**src/rtl/tap_tempo.sv**
```systemverilog
// Tap-tempo meter. The raw Tap button is synchronized and debounced, and each
// rising debounced edge counts as one tap event. The cycles between events
// are kept in a four-entry history. After every tap, a restoring divider
// turns the newest intervals into beats per minute.
module tap_tempo #(
  parameter int unsigned CLK_HZ   = 50_000_000,
  parameter int unsigned DEBOUNCE = 500_000,
  parameter int unsigned TIMEOUT  = 150_000_000
) (
  input  logic       Clock,
  input  logic       Reset,
  input  logic       Tap,
  output logic [8:0] BPM,
  output logic       Valid,
  output logic       Busy,
  output logic       Active
);

  typedef enum logic [1:0] {IDLE, ARMED, DIVIDE} state_t;

  // Cycles per minute; the numerator is this value times the interval count.
  localparam logic [35:0] NUM_UNIT = 36'(64'(CLK_HZ) * 64'd60);

  state_t      state_q, state_d;
  logic        sync1_q, sync1_d, sync2_q, sync2_d;
  logic [1:0]  start_q, start_d;
  logic        seen_low_q, seen_low_d;
  logic        deb_q, deb_d;
  logic [31:0] db_cnt_q, db_cnt_d;
  logic        tap_evt;
  logic [31:0] q_q, q_d;
  logic [31:0] hist_q [4];
  logic [31:0] hist_d [4];
  logic [31:0] shift_h [4];
  logic [2:0]  cnt_q, cnt_d, cnt_new;
  logic [33:0] sum_w;
  logic [35:0] num_q, num_d, num_nx;
  logic [32:0] rem_q, rem_d, rem_sh, rem_nx;
  logic [31:0] den_q, den_d;
  logic [5:0]  step_q, step_d;
  logic [8:0]  bpm_q, bpm_d;
  logic        valid_q, valid_d, busy_q, busy_d, active_q, active_d;

  function automatic logic [8:0] sat_bpm(input logic [35:0] v);
    return (v > 36'd511) ? 9'd511 : v[8:0];
  endfunction

  assign BPM    = bpm_q;
  assign Valid  = valid_q;
  assign Busy   = busy_q;
  assign Active = active_q;

  // Next-state logic: synchronizer, debouncer, tap FSM and one divider step
  always_comb begin
    sync1_d    = Tap;
    sync2_d    = sync1_q;
    // The synchronizer output is only real two cycles after reset. A tap
    // must see a low level first, so a button held through reset is ignored.
    start_d    = (start_q == 2'd2) ? start_q : start_q + 2'd1;
    seen_low_d = seen_low_q | ((start_q == 2'd2) & ~sync2_q);

    deb_d    = deb_q;
    db_cnt_d = '0;
    if (sync2_q != deb_q) begin
      if (db_cnt_q == 32'(DEBOUNCE - 1)) begin
        deb_d = sync2_q;
      end else begin
        db_cnt_d = db_cnt_q + 32'd1;
      end
    end
    tap_evt = deb_d & ~deb_q & seen_low_q;

    // Candidate history: the newest interval goes into slot 0.
    shift_h[0] = q_q + 32'd1;
    for (int i = 1; i < 4; i++) shift_h[i] = hist_q[i-1];
    cnt_new = (cnt_q == 3'd4) ? 3'd4 : cnt_q + 3'd1;
    sum_w   = '0;
    for (int i = 0; i < 4; i++) begin
      if (3'(i) < cnt_new) sum_w = sum_w + {2'b00, shift_h[i]};
    end

    // One restoring step: the quotient bits shift into num from the right.
    rem_sh = {rem_q[31:0], num_q[35]};
    if (rem_sh >= {1'b0, den_q}) begin
      rem_nx = rem_sh - {1'b0, den_q};
      num_nx = {num_q[34:0], 1'b1};
    end else begin
      rem_nx = rem_sh;
      num_nx = {num_q[34:0], 1'b0};
    end

    state_d = state_q;
    q_d     = q_q;
    hist_d  = hist_q;
    cnt_d   = cnt_q;
    num_d   = num_q;
    rem_d   = rem_q;
    den_d   = den_q;
    step_d  = step_q;
    bpm_d   = bpm_q;
    valid_d = 1'b0;

    case (state_q)
      IDLE: begin
        if (tap_evt) begin
          q_d     = '0;
          cnt_d   = '0;
          hist_d  = '{default: '0};
          state_d = ARMED;
        end
      end
      ARMED: begin
        q_d = q_q + 32'd1;
        if (tap_evt) begin
          hist_d  = shift_h;
          cnt_d   = cnt_new;
          q_d     = '0;
          num_d   = NUM_UNIT * 36'(cnt_new);
          den_d   = sum_w[31:0];
          rem_d   = '0;
          step_d  = '0;
          state_d = DIVIDE;
        end else if (q_q >= 32'(TIMEOUT)) begin
          cnt_d   = '0;
          hist_d  = '{default: '0};
          state_d = IDLE;
        end
      end
      DIVIDE: begin
        q_d    = q_q + 32'd1;
        num_d  = num_nx;
        rem_d  = rem_nx;
        step_d = step_q + 6'd1;
        if (step_q == 6'd35) begin
          bpm_d   = (den_q == '0) ? 9'd511 : sat_bpm(num_nx);
          valid_d = 1'b1;
          state_d = ARMED;
        end
      end
      default: state_d = IDLE;
    endcase

    busy_d   = (state_d == DIVIDE);
    active_d = (state_d != IDLE);
  end

  // Control, history and output registers
  always_ff @(posedge Clock) begin
    if (Reset) begin
      state_q    <= IDLE;
      sync1_q    <= 1'b0;
      sync2_q    <= 1'b0;
      start_q    <= '0;
      seen_low_q <= 1'b0;
      deb_q      <= 1'b0;
      db_cnt_q   <= '0;
      q_q        <= '0;
      hist_q     <= '{default: '0};
      cnt_q      <= '0;
      step_q     <= '0;
      bpm_q      <= '0;
      valid_q    <= 1'b0;
      busy_q     <= 1'b0;
      active_q   <= 1'b0;
    end else begin
      state_q    <= state_d;
      sync1_q    <= sync1_d;
      sync2_q    <= sync2_d;
      start_q    <= start_d;
      seen_low_q <= seen_low_d;
      deb_q      <= deb_d;
      db_cnt_q   <= db_cnt_d;
      q_q        <= q_d;
      hist_q     <= hist_d;
      cnt_q      <= cnt_d;
      step_q     <= step_d;
      bpm_q      <= bpm_d;
      valid_q    <= valid_d;
      busy_q     <= busy_d;
      active_q   <= active_d;
    end
  end

  // Divider datapath; it is always reloaded before use, so it needs no reset
  always_ff @(posedge Clock) begin
    num_q <= num_d;
    rem_q <= rem_d;
    den_q <= den_d;
  end

endmodule

```
**config.mk**
```make
export PLATFORM = sky130hd
export DESIGN_NAME = tap_tempo
export DESIGN_NICKNAME = d
export VERILOG_FILES = /design/src/rtl/tap_tempo.sv
export SDC_FILE = /design/constraint.sdc
export NUM_CORES = 1
export LEC_CHECK = 0
export ABC_AREA = 0
export ABC_CLOCK_PERIOD_IN_PS = 28400
export BUFFER_PORTS_ARGS = -buffer_cell sky130_fd_sc_hd__buf_2
export CORE_MARGIN = 1
export CORE_UTILIZATION = 55
export CTS_CLUSTER_DIAMETER = 80
export DETAILED_ROUTE_END_ITERATION = 8
export GPL_TIMING_DRIVEN = 0
export PLACE_DENSITY = 0.71
export SYNTH_ARGS = -nofsm -noshare
export SYNTH_HDL_FRONTEND = slang
export SYNTH_SLANG_ARGS = --single-unit
```
**constraint.sdc**
```tcl
create_clock -name Clock -period 28.4 [get_ports Clock]
set_input_delay 4.26 -clock Clock [delete_from_list [all_inputs] [get_ports Clock]]
set_output_delay 4.26 -clock Clock [all_outputs]
set_load 0.1 [all_outputs]
```
### After elaboration in Yosys (flattened, before gate mapping)

Cells that the tools add are included.
Widths: inputs -> output; s select.

* memories: 0
* register bits: 289
* bits in read-only memories: 0
* output and inout bits: 12
* input port bits: 3
* RAM bits: 0
* latch bits: 0
* word-level logic and storage cells: 103

* bitwise logic cells: 8
* equal/unequal tests: 11
* order comparisons: 7
* divide/modulo/power cells: 0
* shifts and indexed selects: 0
* $add $sub $neg: 9
* reductions and logical operators: 13
* multiplexer cells: 34
* multipliers: 1

Operator list (count)
* $mux 128: 3
* $mux 32: 8
* $pmux 128 s2: 1
* $add 32x32->32: 3
* $pmux 32 s3: 1
* $pmux 36 s2: 1
* $add 32x1->32 const B: 2
* $pmux 32 s2: 1
* $gt 36x9->1 const B: 1
* $mux 36: 1
* $ge 33x32->1: 1
* $eq 32x19->1 const B: 1
* $ge 32x28->1 const B: 1
* $logic_not 32->1: 1
* $sub 32x32->32: 1
* $mul 23x3->26 const A: 1
* $mux 9: 2
* $mux 3: 4
* $pmux 6 s2: 1
* $mux 2: 4
* $reduce_and 2->1: 4
* $add 6x1->6 const B: 1
* $eq 2x2->1 const B: 3
* $eq 6x6->1 const B: 1
* other kinds (22): 35

### Depth between registers and ports, before layout

* depth in word-level cells: 10
* mapped depth: 47

### Worst setup path after synthesis

No wires, ideal clock.

* path kind: register -> register
* start: register cnt_q[0]
* end: register den_q[31], data pin
* path slack: 19424 ps
* stages on the path, launching flop included: 46
* data required time: 28132 ps
* arrival time: 8708 ps
* buffers on the path: 5
* path through: dfxtp_1 -> inv_1 -> ha_1 -> nand3b_1 -> o21a_1 -> clkbuf_1 -> inv_1 -> clkbuf_1 -> ha_1 -> clkbuf_1 -> inv_2 -> nor2_2 -> clkbuf_1 -> nor2_1 -> ha_1 -> inv_1 -> fa_1 -> nor2b_1 -> [... 10 more ...] -> a211oi_1 -> or3_1 -> a21oi_1 -> xnor2_1 -> a221o_1 -> ha_1 -> clkbuf_1 -> a21o_1 -> a211o_1 -> and3_1 -> nor4_1 -> a21oi_1 -> a21o_1 -> a2111oi_0 -> nor3_1 -> xnor2_1 -> nor2_1 -> xnor3_1

* cells in the longest elaborated chain, start to end: 10
* elaborated cells on any way between the ends: 14
* classes of those cells: add/sub: 4; order compare: 4; eq/ne: 1; mux: 5

RTL lines
* from (decl): line 35 `logic [2:0] cnt_q, cnt_d, cnt_new;`
* from (signal assigned): line 175 `cnt_q <= cnt_d;`
* $add 3x1->3 or $eq 3x3->1 (tied branches): line 76 `cnt_new = (cnt_q == 3'd4) ? 3'd4 : cnt_q + 3'd1;`
* $mux 3 *: line 76
* $lt 1x3->1: line 79 `if (3'(i) < cnt_new) sum_w = sum_w + {2'b00, shift_h[i]};`
* $mux 32: line 79
* $add 32x32->32: line 79
* $mux 32: line 79
* $add 32x32->32: line 79
* $mux 32: line 79
* $add 32x32->32: line 79
* $mux 32 *: line 79
* named net sum_w[31]: line 36 `logic [33:0] sum_w;`
* to (signal assigned): line 188 `den_q <= den_d;`
* to (decl): line 39 `logic [31:0] den_q, den_d;`

Mark *: on every way through the listed nets, which the timed path passes. The rest lies on a longest branch.
A chain may end at the register's enable or synchronous reset.

### Final worst setup path

Same ends and word-level chain as after synthesis.

==> out/results.txt <==
Max rail drop VDD: 0.0000612 V
Hold WS: 447 ps
Syn Area/Cell: 8.49 um^2
die width: 192 um
Starting Density: 0.557
pin slew with the least headroom to its limit: 1530 ps
Synth Warn #: 0
Die Area: 0.0367 mm^2
number of global-route vias before repair: 16,000
Post-Route WL: 55,800 um
crit path DAT: 12,220 ps
H-Tree Depth: 2
clk sinks: 289
Worst path top cell family by delay: compound AO/OA/AOI/OAI gates
Synth async-reset ratio: 0
synthesized flop and latch total: 289
DR pass1 iterations: 5
hpwl dp: 43,100 um
clock slew at reported path FFs: 60 ps
Leakage: 8.93 nW
PwrDens: 41.8 mW/mm^2
Setup-failing EPs final: 0
Total GRT Usage: 0.298
pin count of the biggest net entering global routing: 71
vias: 17,500
DR WL/cell: 19.5 um
r2r setup slk: 16,460 ps
worst clock skew: 18.0 ps
status: finished with violations
share of cells above drive strength 1: 0.0549
worst hold-check path type: reg -> reg
Worst Hold Path EP: sync2_q
Final Max Slew Viols: 10
Seq/Total Area, Yosys: 0.343
Layout area overhead: 9.29%
total grt overflow: 0
n_diodes: 0
final-report hold violation count: 0
CP max FO: 13
PostCTS Resize Cnt: 0
number of enable flip-flop cells after synthesis: 100
fmax: 83.8 MHz
RSZ-0062 raised after global routing: false
hold_sp: sync1_q
CTS buffer count: 35
Tmin final: 11,940 ps
final worst path period share: 0.420
CP max stage delay: 600 ps
critical path type: reg -> reg
CTS tree: yes
Root Buffer: clkbuf_16
sequential standard cell area: 0.00679 mm^2
Buf/Inv on CP: 8
Worst Path Required: 28,680 ps
# hold bufs at CTS: 0
I/O Buffers: 13
number of fill cells in the layout: 3,149
Max Cap Viol: 1
violated checks: max-capacitance violations, max-slew violations
Critical Path End Type: flop
Multi-input gate area: 0.0122 mm^2
Placer Congestion: 0.951
R2R Path End: den_q[31]
critical path startpoint category: flop
via/cell ratio: 6.11
Synth Cell Area: 0.0198 mm^2
Worst slew margin: -0.0191
worst reg2reg path depth: 44
Longest Clk Path Bufs: 3
initial DRC count: 1,472
latest clock arrival within the worst-skew pair: 550 ps
hold depth: 1
synth unique cells: 86
slowest stage cell, crit path: a2111oi_0
most common flop cell mapped by yosys: dfxtp_1
Sum Neg Setup Slack: 0 ps
Core Footprint: 0.0355 mm^2
antenna-violating nets left: 0
RR Startpoint: cnt_q[0]
Syn Nets: 2,490
Rows: 69
initial antenna violation count: 0
first-pass GRT wire length: 85,300 um
Nets: 2,541
Syn Inst Count: 2,329
Tot Pwr: 0.000902 W
postcts setup bufs: 0
# IOs: 15
die height: 192 um
Post-route DRC: 0
## kinds of logic after synthesis
logic type / Yosys count / share of synthesized area
AND/OR/NAND/NOR: 798 / 0.189
AO/OA/AOI/OAI: 640 / 0.212
flip-flops: 289 / 0.343
buffers and inverters: 206 / 0.0398
XOR/XNOR: 181 / 0.0816
adder cells (fa/ha/maj): 159 / 0.104
multiplexers: 56 / 0.0301
## cell usage after synthesis, types with 43 or more instances
cell type | number | share of area
nor2_1 | 346 | 0.066
xor2_1 | 78 | 0.035
o21ai_0 | 110 | 0.028
a21oi_1 | 162 | 0.041
inv_1 | 97 | 0.018
dfxtp_1 | 189 | 0.19
nor3_1 | 43 | 0.011
nand3_1 | 51 | 0.013
a22oi_1 | 114 | 0.043
a21o_1 | 81 | 0.031
nand2_1 | 139 | 0.026
clkbuf_1 | 92 | 0.017
edfxtp_1 | 100 | 0.15
ha_1 | 150 | 0.095
xnor2_1 | 100 | 0.044
## through the flow
step / setup WS, ps / cells / instance area (um^2) / utilization
global placement: 16910 / 2803 / 20400 / 0.575
detailed placement: 16730 / 2804 / 20400 / 0.576
floorplan: 19420 / 2329 / 19800 / -
global route: 15770 / 2866 / 21600 / 0.609
finish: 16460 / 2866 / 21600 / 0.609
CTS: 16690 / 2866 / 21600 / 0.609
## where the power goes
group          total [W]  switching [W]  internal [W]
clock           0.000462       0.000181      0.000281
combinational  0.0000119     0.00000852    0.00000335
sequential      0.000428     0.00000111      0.000427
## how the worst max path moves through the flow
| stage | start | end | slack (ps) | depth (start not counted) |
|---|---|---|---|---|
| after floorplan | cnt_q[0] | den_q[31] | 19420 | 45 |
| after global routing | cnt_q[0] | den_q[31] | 15770 | 44 |
| after CTS | cnt_q[0] | den_q[31] | 16690 | 44 |
| after detailed placement | cnt_q[0] | den_q[31] | 16730 | 44 |
| after global placement | cnt_q[0] | den_q[31] | 16910 | 44 |
| final | cnt_q[0] | den_q[31] | 16460 | 44 |
## placed cells by master (no fill, tap or decap), types with 20 or more instances in the layout
cell type / count
nor4_1: 25
dfxtp_1: 189
o21ai_0: 110
xor2_1: 78
nand3_1: 51
nor2b_1: 21
nand4_1: 29
o21a_1: 23
a21oi_1: 162
mux2_2: 27
xnor2_1: 100
ha_1: 150
edfxtp_1: 100
and3_1: 27
a22oi_1: 114
inv_1: 96
nor3_1: 43
and2_1: 42
nand2_1: 139
buf_2: 21
a21o_1: 81
mux2i_1: 29
clkbuf_1: 97
a31oi_1: 20
clkbuf_16: 37
nor2_1: 346
nand2b_1: 20
## final cells by class
cell class | instances | share of cell area
Multi-Input combinational cell | 1834 | 0.564
Timing Repair Buffer | 14 | 0.00394
Sequential cell | 289 | 0.314
Clock buffer | 46 | 0.0458
Clock inverter | 16 | 0.00840
Inverter | 99 | 0.0173
Tap cell | 461 | 0.0267
Buffer | 107 | 0.0193
## per-layer routing
| layer | track usage | share of wire | vias up |
|---|---|---|---|
| met5 | 0 | 0 | - |
| met4 | 0.0910 | 0.024 | 0 |
| met3 | 0.0439 | 0.062 | 84 |
| met2 | 0.487 | 0.46 | 512 |
| met1 | 0.406 | 0.45 | 8381 |
| li1 | - | - | 8528 |
## state kept, by name, summed over array words and instances, names as in the netlist, 2 cells and up
name	flops
hist_q	96
num_q	36
db_cnt_q	32
den_q	32
q_q	32
rem_q	32
BPM	9
step_q	6
cnt_q	3
start_q	2
state_q	2
Note: power is estimated with default switching activity, not from simulation.
